## src/rtl/fadd_issue_arbiter.sv

```systemverilog
// fadd_issue_arbiter: round-robin issue of NREQ requesters into a shared LAT-stage fadder.
// Define FADD_ARB_PERF_EN to add saturating perf_issue/perf_stall counters.
module fadd_issue_arbiter #(
  parameter int NREQ = 4,
  parameter int LAT = 2,
  localparam int IDW = $clog2(NREQ),
  localparam int CW = $clog2(LAT+1)
) (
  input  logic               clk,
  input  logic               clrn,
  input  logic               flush,
  input  logic [NREQ-1:0]    req_valid,
  output logic [NREQ-1:0]    req_ready,
  input  logic [NREQ*32-1:0] req_a,
  input  logic [NREQ*32-1:0] req_b,
  input  logic [NREQ-1:0]    req_sub,
  input  logic [NREQ*2-1:0]  req_rm,
  output logic [31:0]        fa_a,
  output logic [31:0]        fa_b,
  output logic               fa_sub,
  output logic [1:0]         fa_rm,
  output logic               fa_e,
  input  logic [31:0]        fa_s,
  output logic               rsp_valid,
  input  logic               rsp_ready,
  output logic [IDW-1:0]     rsp_id,
  output logic [31:0]        rsp_s,
  output logic [CW-1:0]      inflight
`ifdef FADD_ARB_PERF_EN
  ,
  output logic [31:0]        perf_issue,
  output logic [31:0]        perf_stall
`endif
);
  logic [LAT-1:0] r_v;
  logic [IDW-1:0] r_id [LAT];
  logic [IDW-1:0] r_ptr;
  logic [IDW-1:0] w_gnt;
  logic           w_any;
  logic           w_issue;
  // Scan downward so the requester closest to r_ptr is written last and wins.
  always_comb begin
    w_gnt = r_ptr;
    w_any = 1'b0;
    for (int k = NREQ-1; k >= 0; k--) begin
      if (req_valid[(int'(r_ptr)+k) % NREQ]) begin
        w_gnt = IDW'((int'(r_ptr)+k) % NREQ);
        w_any = 1'b1;
      end
    end
  end
  assign fa_e      = ~r_v[LAT-1] | rsp_ready;
  assign w_issue   = w_any & fa_e & ~flush & clrn;
  assign req_ready = w_issue ? NREQ'(1) << w_gnt : '0;
  assign fa_a      = req_a[w_gnt*32 +: 32];
  assign fa_b      = req_b[w_gnt*32 +: 32];
  assign fa_sub    = req_sub[w_gnt];
  assign fa_rm     = req_rm[w_gnt*2 +: 2];
  assign rsp_valid = r_v[LAT-1];
  assign rsp_id    = r_id[LAT-1];
  assign rsp_s     = fa_s;
  assign inflight  = CW'($countones(r_v));
  always_ff @(posedge clk or negedge clrn) begin
    if (!clrn) begin
      r_v   <= '0;
      r_id  <= '{default: '0};
      r_ptr <= '0;
    end else begin
      if (flush) r_v <= '0;
      else if (fa_e) begin
        r_v   <= {r_v[LAT-2:0], w_issue};
        r_id[0] <= w_gnt;
        for (int k = 1; k < LAT; k++) r_id[k] <= r_id[k-1];
      end
      if (w_issue) r_ptr <= (int'(w_gnt) == NREQ-1) ? '0 : w_gnt + 1'b1;
    end
  end
`ifdef FADD_ARB_PERF_EN
  always_ff @(posedge clk or negedge clrn) begin
    if (!clrn) begin
      perf_issue <= '0;
      perf_stall <= '0;
    end else begin
      if (w_issue && ~&perf_issue) perf_issue <= perf_issue + 1'b1;
      if (|req_valid && !fa_e && ~&perf_stall) perf_stall <= perf_stall + 1'b1;
    end
  end
`endif
endmodule
```

## config.mk

```make
export PLATFORM = sky130hd
export DESIGN_NAME = fadd_issue_arbiter
export DESIGN_NICKNAME = d
export VERILOG_FILES = /design/src/rtl/fadd_issue_arbiter.sv
export SDC_FILE = /design/constraint.sdc
export NUM_CORES = 1
export LEC_CHECK = 0
export CAP_MARGIN = 20
export CORE_AREA = 2 2 161 163
export DETAILED_ROUTE_END_ITERATION = 16
export DIE_AREA = 0 0 163 165
export PLACE_DENSITY = 0.51
export SLEW_MARGIN = 20
export SYNTH_ARGS = -nofsm -noshare
export SYNTH_HDL_FRONTEND = slang
export SYNTH_SLANG_ARGS = --single-unit
```

## constraint.sdc

```tcl
create_clock -name clk -period 2.3 [get_ports clk]
set_input_delay 0.345 -clock clk [delete_from_list [all_inputs] [get_ports clk]]
set_output_delay 0.345 -clock clk [all_outputs]
set_load 0.01 [all_outputs]
```

==> impl_metrics.py <==
metrics = {
    "drt": {
        "drc": 0,
        "vias": 5018,
        "via_per_inst": 4.26,
        "ant_nets": 0,
        "wl_mm": 20.6,
        "first_pass_iters": 4,
        "wl_per_cell_um": 17.5,
        "drtIter0Drc": 162,
    },
    "grt": {
        "antenna_found_initial": 1,
        "grt_pass1_vias": 5013,
        "grt.total_usage_pct": 13.8,
        "grt_max_degree": 15,
        "overflow": 0,
        "grt_pass1_wl_mm": 28.6,
    },
    "die": {
        "fp.dieH_um": 165,
        "die_width_um": 163,
        "die-area_um2": 26900,
        "ios": 417,
        "initial_utilization_pct": 10.6,
        "rows": 58,
        "coreArea_um2": 25000,
    },
    "synth": {
        "synth_compound_area_share_pct": 37.5,
        "synth_simple_gate_area_share_pct": 32.4,
        "ys_seq_area_share_pct": 7.54,
        "ys_ff_latch": 8,
        "synth_xor_area_share_pct": 0,
        "synthArstFlopShare_pct": 100,
        "synthDistinctLibCells": 26,
        "synthAdderAreaFrac_pct": 2.36,
        "ys_warn_count": 0,
        "synth_edf_count": 0,
        "synth_cells": 465,
        "synth_flop_cell": "dfrtp_1",
        "synth_top_family_by_area": "compound AO/OA/AOI/OAI gates",
        "synthMuxAreaShare_pct": 1.70,
        "synthesis.area_um2": 2660,
        "syn_avg_cell_area_um2": 5.71,
        "syn_nets": 778,
    },
    "clock_network": {
        "holdBufCountCts": 0,
        "numCtsBuffers": 3,
        "cts_root_buf": "clkbuf_16",
        "clk_pin_slew_ns": 0.04,
        "htree_levels": 1,
        "cts_sinks": 8,
        "ctsLongestPathBuffers": 2,
        "clk_latency_ns": 0.23,
        "cts_tree": "yes",
    },
    "placed_design": {
        "place_area_um2": 6590,
        "gp_congestion": 0.774,
        "hpwlAfterDp_mm": 12.9,
        "portBuffers": 352,
        "pre_cts_ws_ns": -0.985,
    },
    "final_layout": {
        "finalNetCount": 1164,
        "fin_util_pct": 32.2,
        "area.growth.synth_to_final_pct": 204,
        "fill_cells": 2692,
        "antennaDiodeCount": 0,
        "design_area_um2": 8070,
        "layout-drive-gt1-share_pct": 33.0,
    },
    "setup_path": {
        "ff2ff_setup_slack_ns": 0.39,
        "crit_top_cell": "buf_6",
        "start_kind": "flip-flop",
        "cp_max_fo": 8,
        "cp.required_ns": 1.96,
        "cpPeakStageDelay_ns": 0.39,
        "crit_slowest_cell": "dfrtp_1",
        "crit_arrival_ns": 2.20,
        "critPathCaptureType": "output port",
        "worst-setup-path-type": "flip-flop to output port",
        "cp_top_family": "buffers and inverters",
        "crit_buf_inv": 5,
        "crit_chain": "buf_6 > a2111oi_4 > nor2_4 > inv_4 > buf_6 > buf_16 > nand2_1 > a32oi_2 > buf_2",
    },
    "timing": {
        "hold_viol_final": 0,
        "tightest_slew_ns": 0.607,
        "drv_slew": 0,
        "fmax_ghz": 0.393,
        "finalWorstSetupSlack_ns": -0.245,
        "rsz0062_at_grt": "yes",
        "fin_crit_ns": 2.55,
        "tns_ns": -9.92,
        "setup_viol": 71,
        "timing.final.crit_share_pct": 111,
        "final.setup_skew_ns": 0.00163,
        "relSlewSlack_pct": 59.0,
    },
    "outcome": {
        "failed_checks": "negative setup slack",
        "status": "finished, violations left",
    },
    "power": {
        "leakage_nw": 3.31,
        "power_mw": 7.49,
        "power.density_nw_per_um2": 928,
        "irDropWorstVdd_mv": 0.324,
    },
    "run": {
        "cap_violations": 0,
    },
    "min_path": {
        "min_path_type": "input port to async pin",
    },
}
[what timing repair did]
item	CTS	global route
pin swaps	56	62
setup buffers	32	5
resized for setup	417	70
endpoints found under the setup margin	71	71
cloned	26	4
[metrics by stage]
step,hold slack [ns],std cells
6_report,0.428,1179
5_1_grt,0.472,1179
4_1_cts,0.433,1174
3_5_place_dp,0.491,1115
3_3_place_gp,0.483,1115
2_1_floorplan,0.0494,465
[state kept, by name, summed over array words and instances (netlist names)]
register and flops:
r_id 2, rsp_id 2, r_ptr 2, r_v 2
[final cells by class]
class,instances,area [um2],share of cell area [%]
Timing Repair Buffer,457,4890,60.6
Timing Repair inverter,2,26.3,0.326
Sequential cell,8,200,2.48
Inverter,5,35.0,0.434
Tap cell,330,413,5.12
Clock buffer,3,75.1,0.930
Multi-Input combinational cell,374,2430,30.1
[report_power, final]
group | leakage [nW] | internal [mW] | switching (mW)
registers | 0.0971 | 0.191 | 0.0323
logic | 3.18 | 3.75 | 3.23
clock network | 0.0370 | 0.224 | 0.0640
[cells by family (layout without fill, tap and decap cells)]
logic type	after synthesis	after routing
adder cells (fa/ha/maj)	5	5
flip-flops	8	8
AO/OA/AOI/OAI	144	144
buffers and inverters	83	467
AND/OR/NAND/NOR	221	221
multiplexers	4	4
[worst paths after layout]
check | start | cells after the start | endpoint
max in group asynchronous | clrn | 2 | r_v[1]
max reg2reg | r_ptr[1] | 8 | r_ptr[1]
max | r_ptr[1] | 9 | fa_b[10]
min reg2reg | r_id[2] | 1 | rsp_id[0]
min | clrn | 2 | r_ptr[1]
min in group clk | r_id[2] | 1 | rsp_id[0]
[cells in the mapped netlist, types with 2 or more instances]
library cell,count,area share [%]
nand2_1,203,29
a21oi_1,70,13
a32oi_1,67,22
buf_4,41,12
clkbuf_1,18,2.5
buf_2,15,2.8
dfrtp_1,8,7.5
nor2_1,8,1.1
ha_1,5,2.4
and2_1,4,0.94
mux2_2,4,1.7
buf_1,3,0.42
inv_1,3,0.42
nor2b_1,3,0.71
inv_2,2,0.28
[cells in the final DEF (no fill, tap or decap), types with 4 or more instances in the layout]
| cell type | Yosys | final |
|---|---|---|
| nand2_4 | 0 | 15 |
| a32oi_2 | 0 | 11 |
| buf_4 | 41 | 35 |
| a21oi_1 | 70 | 51 |
| buf_8 | 0 | 9 |
| nand2_2 | 0 | 28 |
| buf_16 | 0 | 22 |
| clkbuf_16 | 0 | 7 |
| nor2_1 | 8 | 6 |
| dfrtp_1 | 8 | 8 |
| mux2_2 | 4 | 4 |
| buf_12 | 0 | 22 |
| buf_6 | 1 | 14 |
| clkdlybuf4s50_1 | 0 | 277 |
| a32oi_1 | 67 | 55 |
| nand2_1 | 203 | 160 |
| buf_2 | 15 | 69 |
| a21oi_2 | 0 | 17 |
[per-layer routing]
layer,GRT usage [%],up-vias,share of wire (%)
li1,-,2401,-
met1,16.0,2320,39
met2,26.4,261,52
met3,2.41,34,6.7
met4,3.06,2,2.1
met5,0,-,0.063
[worst reg2reg max path, stage by stage, from the launching register on]
cell	delay, ns
dfrtp_1	0.39
buf_6	0.14
a2111oi_4	0.35
nor2_4	0.14
buf_6	0.16
buf_4	0.17
ha_1	0.29
nand2_1	0.06
o21ai_0	0.08
Note: power is estimated with default switching activity, not from simulation.
